File: config.mk
export PLATFORM = sky130hd
export DESIGN_NAME = fac8_1_twf_feeder
export DESIGN_NICKNAME = d
export VERILOG_FILES = /design/src/rtl/fac8_1_twf_feeder.sv
export SDC_FILE = /design/constraint.sdc
export NUM_CORES = 2
export LEC_CHECK = 0
export ABC_AREA = 1
export CAP_MARGIN = 20
export CORE_AREA = 5 5 547 549
export DETAILED_ROUTE_END_ITERATION = 16
export DIE_AREA = 0 0 552 554
export GPL_TIMING_DRIVEN = 1
export PLACE_DENSITY = 0.3
export SYNTH_ARGS = -nofsm -noshare
export SYNTH_HDL_FRONTEND = slang
export SYNTH_SLANG_ARGS = --single-unit
File: constraint.sdc
create_clock -name clk -period 68.5 [get_ports clk]
set_input_delay 6.85 -clock clk [delete_from_list [all_inputs] [get_ports clk]]
set_output_delay 6.85 -clock clk [all_outputs]
set_load 0.02 [all_outputs]
File: src/rtl/fac8_1_twf_feeder.sv
`default_nettype none
// ============================================================================
// Module   : fac8_1_twf_feeder
// Purpose  : Registers 16-lane butterfly outputs and emits the fac8_1 twiddle
//            select aligned with them; tracks block position in the FFT frame.
// Options  : FAC8_BITREV_SEL_EN -> bit-reversed twiddle group order.
// Revision : 1.0 - initial release
// ============================================================================
module fac8_1_twf_feeder #(
    parameter int WIDTH      = 11,
    parameter int DEPTH      = 16,
    parameter int FRAME_BLKS = 32,
    parameter int SEL_SHIFT  = 2
) (
    input  logic                    clk,
    input  logic                    rst,
    input  logic                    din_valid,
    input  logic                    frame_sync,
    input  logic signed [WIDTH-1:0] din_R_add [DEPTH],
    input  logic signed [WIDTH-1:0] din_R_sub [DEPTH],
    input  logic signed [WIDTH-1:0] din_Q_add [DEPTH],
    input  logic signed [WIDTH-1:0] din_Q_sub [DEPTH],
    output logic                    dout_valid,
    output logic [2:0]              select,
    output logic signed [WIDTH-1:0] dout_R_add [DEPTH],
    output logic signed [WIDTH-1:0] dout_R_sub [DEPTH],
    output logic signed [WIDTH-1:0] dout_Q_add [DEPTH],
    output logic signed [WIDTH-1:0] dout_Q_sub [DEPTH],
    output logic                    frame_start,
    output logic                    frame_end,
    output logic                    sync_err
);

    localparam int              CNT_W    = $clog2(FRAME_BLKS);
    localparam logic [CNT_W-1:0] LAST_BLK = CNT_W'(FRAME_BLKS - 1);

    typedef enum logic [0:0] {
        ST_IDLE = 1'b0,
        ST_RUN  = 1'b1
    } state_t;

    state_t           state_q, state_d;
    logic [CNT_W-1:0] blk_cnt_q, blk_cnt_d;
    logic [CNT_W-1:0] blk_w;
    logic             accept_w;
    logic             err_w;
    logic [2:0]       group_w;
    logic [2:0]       sel_w;

    logic             dout_valid_q;
    logic [2:0]       select_q;
    logic             frame_start_q;
    logic             frame_end_q;
    logic             sync_err_q;
    logic signed [WIDTH-1:0] r_add_q [DEPTH];
    logic signed [WIDTH-1:0] r_sub_q [DEPTH];
    logic signed [WIDTH-1:0] q_add_q [DEPTH];
    logic signed [WIDTH-1:0] q_sub_q [DEPTH];

    // blk_w is the block index assigned to the current input beat.
    always_comb begin
        state_d   = state_q;
        blk_cnt_d = blk_cnt_q;
        blk_w     = blk_cnt_q;
        accept_w  = 1'b0;
        err_w     = 1'b0;
        case (state_q)
            ST_IDLE: begin
                if (din_valid && frame_sync) begin
                    accept_w = 1'b1;
                    blk_w    = '0;
                    state_d  = ST_RUN;
                end
            end
            ST_RUN: begin
                if (din_valid) begin
                    accept_w = 1'b1;
                    if (frame_sync) begin
                        blk_w = '0;
                        err_w = (blk_cnt_q != '0);
                    end
                end
            end
            default: state_d = ST_IDLE;
        endcase
        // Power-of-two frame length: natural counter overflow is the wrap.
        if (accept_w) begin
            blk_cnt_d = blk_w + CNT_W'(1);
        end
    end

    assign group_w = blk_w[SEL_SHIFT +: 3];

`ifdef FAC8_BITREV_SEL_EN
    assign sel_w = {group_w[0], group_w[1], group_w[2]};
`else
    assign sel_w = group_w;
`endif

    always_ff @(posedge clk or posedge rst) begin
        if (rst) begin
            state_q       <= ST_IDLE;
            blk_cnt_q     <= '0;
            dout_valid_q  <= 1'b0;
            select_q      <= '0;
            frame_start_q <= 1'b0;
            frame_end_q   <= 1'b0;
            sync_err_q    <= 1'b0;
        end else begin
            state_q       <= state_d;
            blk_cnt_q     <= blk_cnt_d;
            dout_valid_q  <= accept_w;
            frame_start_q <= accept_w && (blk_w == '0);
            frame_end_q   <= accept_w && (blk_w == LAST_BLK);
            sync_err_q    <= err_w;
            if (accept_w) begin
                select_q <= sel_w;
            end
        end
    end

    // Lane data holds its last value between beats.
    always_ff @(posedge clk or posedge rst) begin
        if (rst) begin
            for (int i = 0; i < DEPTH; i++) begin
                r_add_q[i] <= '0;
                r_sub_q[i] <= '0;
                q_add_q[i] <= '0;
                q_sub_q[i] <= '0;
            end
        end else if (accept_w) begin
            for (int i = 0; i < DEPTH; i++) begin
                r_add_q[i] <= din_R_add[i];
                r_sub_q[i] <= din_R_sub[i];
                q_add_q[i] <= din_Q_add[i];
                q_sub_q[i] <= din_Q_sub[i];
            end
        end
    end

    assign dout_valid  = dout_valid_q;
    assign select      = select_q;
    assign frame_start = frame_start_q;
    assign frame_end   = frame_end_q;
    assign sync_err    = sync_err_q;
    assign dout_R_add  = r_add_q;
    assign dout_R_sub  = r_sub_q;
    assign dout_Q_add  = q_add_q;
    assign dout_Q_sub  = q_sub_q;

endmodule
`default_nettype wire

# After elaboration in Yosys (flattened, before gate mapping)
# Index checks and enable logic that the tools add are counted.
[word_totals] reg_bits=717 wordCells=90 inputBits=708 out_inout_bits=711
[op_classes] n_reduce_logical=5 n_bitwise=1 n_eq_ne=1 muxes=11 n_addsub=1
[ops] operator="two-way mux 5 bit" n=3
[ops] operator="one-hot mux 5 bit (2 select lines)" n=1
[ops] operator="two-way mux 1 bit" n=6
[ops] operator="adder 5 x 1 -> 5 bit, second input constant" n=1
[ops] operator="== test 5 bit, second input constant" n=1
[ops] operator="zero test 5 bit" n=1
[ops] operator="nonzero test 5 bit" n=1
[ops] operator="logical AND 1 bit" n=3
[ops] operator="one-hot mux 1 bit (2 select lines)" n=1
[ops] operator="inverter 1 bit" n=1

# Depth between registers and ports, before layout
[depth] ltp_word=5 mapped_depth=7 depth_no_buf=6

# Least setup slack after synthesis
# Ideal clock, no wire load.
[synth_timing] kind="input to register" from="input din_valid" to="register q_sub_q, in the netlist dout_Q_sub[100]" cell_stages=7 n_path_buf=3 setup_slack_ns=60.797 setup_time_ns=0.117 t_arrival_ns=7.586 required_ns=68.383 cell_sequence="nand2_2 nand2_2 buf_4 buf_4 buf_4 nand2_1 nand2_1"
[synth_between] elab_chain_cells=3 word_cells_on_any_way=4 cone_classes="mux (3); reduce/logical (1)"
[synth_lines] item="from (decl)" line_no="17" text="input logic din_valid,"
[synth_lines] item="logical AND 1 bit" line_no="69" text="if (din_valid && frame_sync) begin"
[synth_lines] item="two-way mux 1 bit" line_no="69"
[synth_lines] item="one-hot mux 1 bit (2 select lines) *" line_no="67" text="case (state_q)"
[synth_lines] item="to (signal, indexed assignment)" line_no="136" text="q_sub_q[i] <= din_Q_sub[i];"
[synth_lines] item="to (decl)" line_no="58" text="logic signed [WIDTH-1:0] q_sub_q [DEPTH];"
# Every way passes the cells marked *; elsewhere a longest branch is shown, timed or not.
# A chain may end at the register's enable or synchronous reset.

# Worst setup path after layout
[layout_timing] from="input din_valid" to="register q_sub_q, in the netlist dout_Q_sub[53]"
# The elaborated chain is that of the path after synthesis.

==> run summary <==
### Run status
• complete, no violations — run status

### Finish
• 81.3% — Layout Area Growth over Synthesis
• 5146 — fin nets
• 2127 x sky130_fd_sc_hd__nand2_1, 1417 x sky130_fd_sc_hd__clkdlybuf4s50_1, 717 x sky130_fd_sc_hd__dfrtp_1 — top library cells by usage in the layout, fill and taps aside
• sky130_fd_sc_hd__nand2_1 — most frequent standard cell in the layout excluding fill and tap cells
• 33207 — number of fill cells in the layout
• 4.25% — fraction of final layout cells sized beyond drive strength 1
• 8451 — final instance count without filler cells

### Timing
• 10770 ps — min Tclk post-route
• 19.2 ps — largest clock skew in the final design
• 0 ps — Sum Neg Setup Slack
• 465 ps — Hold Worst Slack
• 30.4% — relative slew slack
• false — RSZ-0062 raised after global routing
• 57730 ps — PnR worst setup slack
• 1040 ps — Least-Margin Pin Slew
• 0 — final setup violation count
• 0 — Hold Fails Final Rpt
• 92.9 MHz — Peak Freq
• 0 — Slew Viols, Final
• 15.7% — final worst-path cycle share

### GRT
• 141 — largest net degree at the start of global routing
• 0 — GRT overflow
• 89 — number of antenna violations at the first check in global routing
• 8.98% — met3 track utilization from global routing
• 21.8% — global routing usage on met2
• 287000 um — first-pass GRT wire length
• 27622 — via count of the first global-routing pass
• met2 — global routing's busiest layer
• 13.9% — Overall Global Routing Usage
• 16.1% — met1 usage

### Synthesis
• 717 — post-synthesis register bit count
• 16 — count of distinct cell types in the synthesized netlist
• 0.111% — post-synthesis compound-gate area fraction
• 0% — fraction of synthesized area in multiplexers
• 27000 sq um — post-synth design cell area
• simple AND/OR/NAND/NOR gates — main combinational cell family by area after synthesis
• 0% — xor/xnor share of the synthesized area
• 0.0927% — Synth Area in Adders
• 66.5% — sequential area share after synthesis
• 3747 — Post-Syn Nets
• 3037 — cell count after synthesis
• 8.89 sq um — synthesized area per cell
• 29.9% — post-synthesis share of cell area spent on and, or, nand and nor gates
• 0 — synth warn

### CTS
• 0 — number of instances resized during post-cts repair
• 106 — TritonCTS buffer count
• 0 — number of hold-repair buffers added at the cts stage
• 0 — number of setup buffers added after CTS
• 3 — CTS H-tree depth
• yes — TritonCTS clock tree
• 717 — TritonCTS Sinks
• 810 ps — clock latency on the worst-skew pair
• 4 — buffer depth of the longest clock path
• sky130_fd_sc_hd__clkbuf_16 — Root Buffer
• 60 ps — Worst-path clk slew

### Die
• 552 um — Horiz. Die Dim
• 1419 — number of I/O pins
• 306000 sq um — full die area
• 554 um — vertical die dimension
• 199 — total number of placement rows
• 9.20% — initial standard-cell utilization of the core
• 293000 sq um — Core Box Area

### Placement
• 56630 ps — worst slack after detailed placement
• 8247 — cell count after placement
• 181000 um — placed wire-length estimate after detailed placement
• 0.847 — final weighted congestion in routability-driven placement
• 1418 — number of buffers added on ports

### Critical path
• 108 — maximum fanout encountered on the critical timing path
• register — element type at the critical path end
• primary input to register — Worst Setup Path Type
• state_q — start of the worst register-to-register path
• dout_Q_sub[53] — Worst R2R End
• 8 — length in cells of the worst reg-to-reg path
• 69250 ps — Critical Path RT
• 11510 ps — worst path arrival time
• 63870 ps — slack of the worst reg-to-reg path
• primary input — Worst Setup Start Kind
• din_valid — first element of the critical path

### Drt
• 26307 — total vias in the final route
• 0 — DRC
• 26.1 um — routed len/inst
• 5 — DRT Pass-1 Iters
• 221000 um — total detailed-routing wirelength
• 3.11 — mean number of vias per cell
• 0 — count of nets left with antenna violations after detail routing
• 1535 — Initial DRC Count

### Min path
• 2 — Min-Delay Path Depth
• dout_Q_add[35] — endpoint of the worst hold-timing path
• dout_Q_add[35] — source of the worst hold timing path
• register to register — hold crit path type

### Flow run
• 0 — max-capacitance violation count

### Pwr
• 1.38 mW — total power after layout
• 0.0200 mV — VDD IR-drop max
• 28.2 nW/um^2 — power density normalized to cell area
• 22.2 nW — P_leak

[critical path: stages]
cell and delay [ps]:
sky130_fd_sc_hd__clkdlybuf4s50_1 450, sky130_fd_sc_hd__nand2_1 190, sky130_fd_sc_hd__nand2_8 390, sky130_fd_sc_hd__inv_8 720
sky130_fd_sc_hd__buf_4 800, sky130_fd_sc_hd__buf_4 800, sky130_fd_sc_hd__buf_4 830, sky130_fd_sc_hd__nand2_1 140
sky130_fd_sc_hd__nand2_1 100
[worst max path at each step]
| stage | endpoint | slack (ps) | cells past startpoint |
|---|---|---|---|
| 2_1_floorplan | blk_cnt_q[0] | 41540 | 1 |
| 3_3_place_gp | dout_Q_sub[142] | 56640 | 9 |
| 3_5_place_dp | dout_Q_sub[53] | 56630 | 9 |
| 4_1_cts | dout_Q_sub[53] | 57550 | 9 |
| 5_1_grt | dout_R_sub[153] | 57290 | 9 |
| 6_report | dout_Q_sub[53] | 57730 | 9 |
[final cells by class]
| cell class | instances | area [sq um] | share of cell area (%) |
|---|---|---|---|
| Tap cell | 3919 | 4900 | 10.0 |
| Clock buffer | 158 | 3030 | 6.19 |
| Antenna cell | 14 | 35.0 | 0.0716 |
| Inverter | 10 | 52.6 | 0.107 |
| Sequential cell | 717 | 17900 | 36.7 |
| Multi-Input combinational cell | 2153 | 8140 | 16.6 |
| Timing Repair Buffer | 1448 | 14500 | 29.6 |
| Clock inverter | 32 | 355 | 0.726 |
[logic make-up after synthesis]
| group | count (synthesis) |
|---|---|
| simple gates | 2145 |
| flops | 717 |
| buf+inv | 167 |
| compound gates | 6 |
| fa+ha+maj | 2 |
[registers in the layout (all words and copies together), names as in the netlist]
signal	flops
frame_start	1
sync_err	1
dout_R_sub	176
state_q	1
dout_valid	1
dout_Q_sub	176
frame_end	1
blk_cnt_q	5
dout_Q_add	176
dout_R_add	176
select	3
[per-stage QoR]
| step | instance area [sq um] | utilization, % |
|---|---|---|
| finish | 48900 | 16.7 |
| global placement | 45500 | 15.5 |
| detailed placement | 45500 | 15.5 |
| global route | 48900 | 16.7 |
| floorplan | 27000 | - |
| CTS | 48900 | 16.7 |
[cell usage after synthesis]
master	instances	share of area (%)
sky130_fd_sc_hd__ha_1	2	0.093
sky130_fd_sc_hd__buf_6	2	0.083
sky130_fd_sc_hd__inv_1	9	0.13
sky130_fd_sc_hd__nand2_2	2	0.046
sky130_fd_sc_hd__nor2_1	10	0.14
sky130_fd_sc_hd__nand2_1	2127	30
sky130_fd_sc_hd__buf_2	114	2.1
sky130_fd_sc_hd__inv_2	1	0.014
sky130_fd_sc_hd__buf_4	39	1.1
sky130_fd_sc_hd__o21ai_0	6	0.11
sky130_fd_sc_hd__nor3_1	2	0.037
sky130_fd_sc_hd__or2_2	1	0.023
sky130_fd_sc_hd__clkbuf_1	2	0.028
sky130_fd_sc_hd__nand3_1	2	0.037
sky130_fd_sc_hd__dfrtp_1	717	66
sky130_fd_sc_hd__nand4_1	1	0.023
[per-layer routing]
layer / up-vias / routed length (um)
met5: - / 534
met4: 84 / 3290
met2: 1224 / 97600
li1: 11956 / -
met1: 12767 / 87600
met3: 276 / 31800
[report_power, final]
part | internal, mW | total, mW | switching (mW)
Clock | 0.324 | 0.555 | 0.231
Sequential | 0.469 | 0.500 | 0.0306
Combinational | 0.131 | 0.323 | 0.192
(Power assumes the default switching activity.)
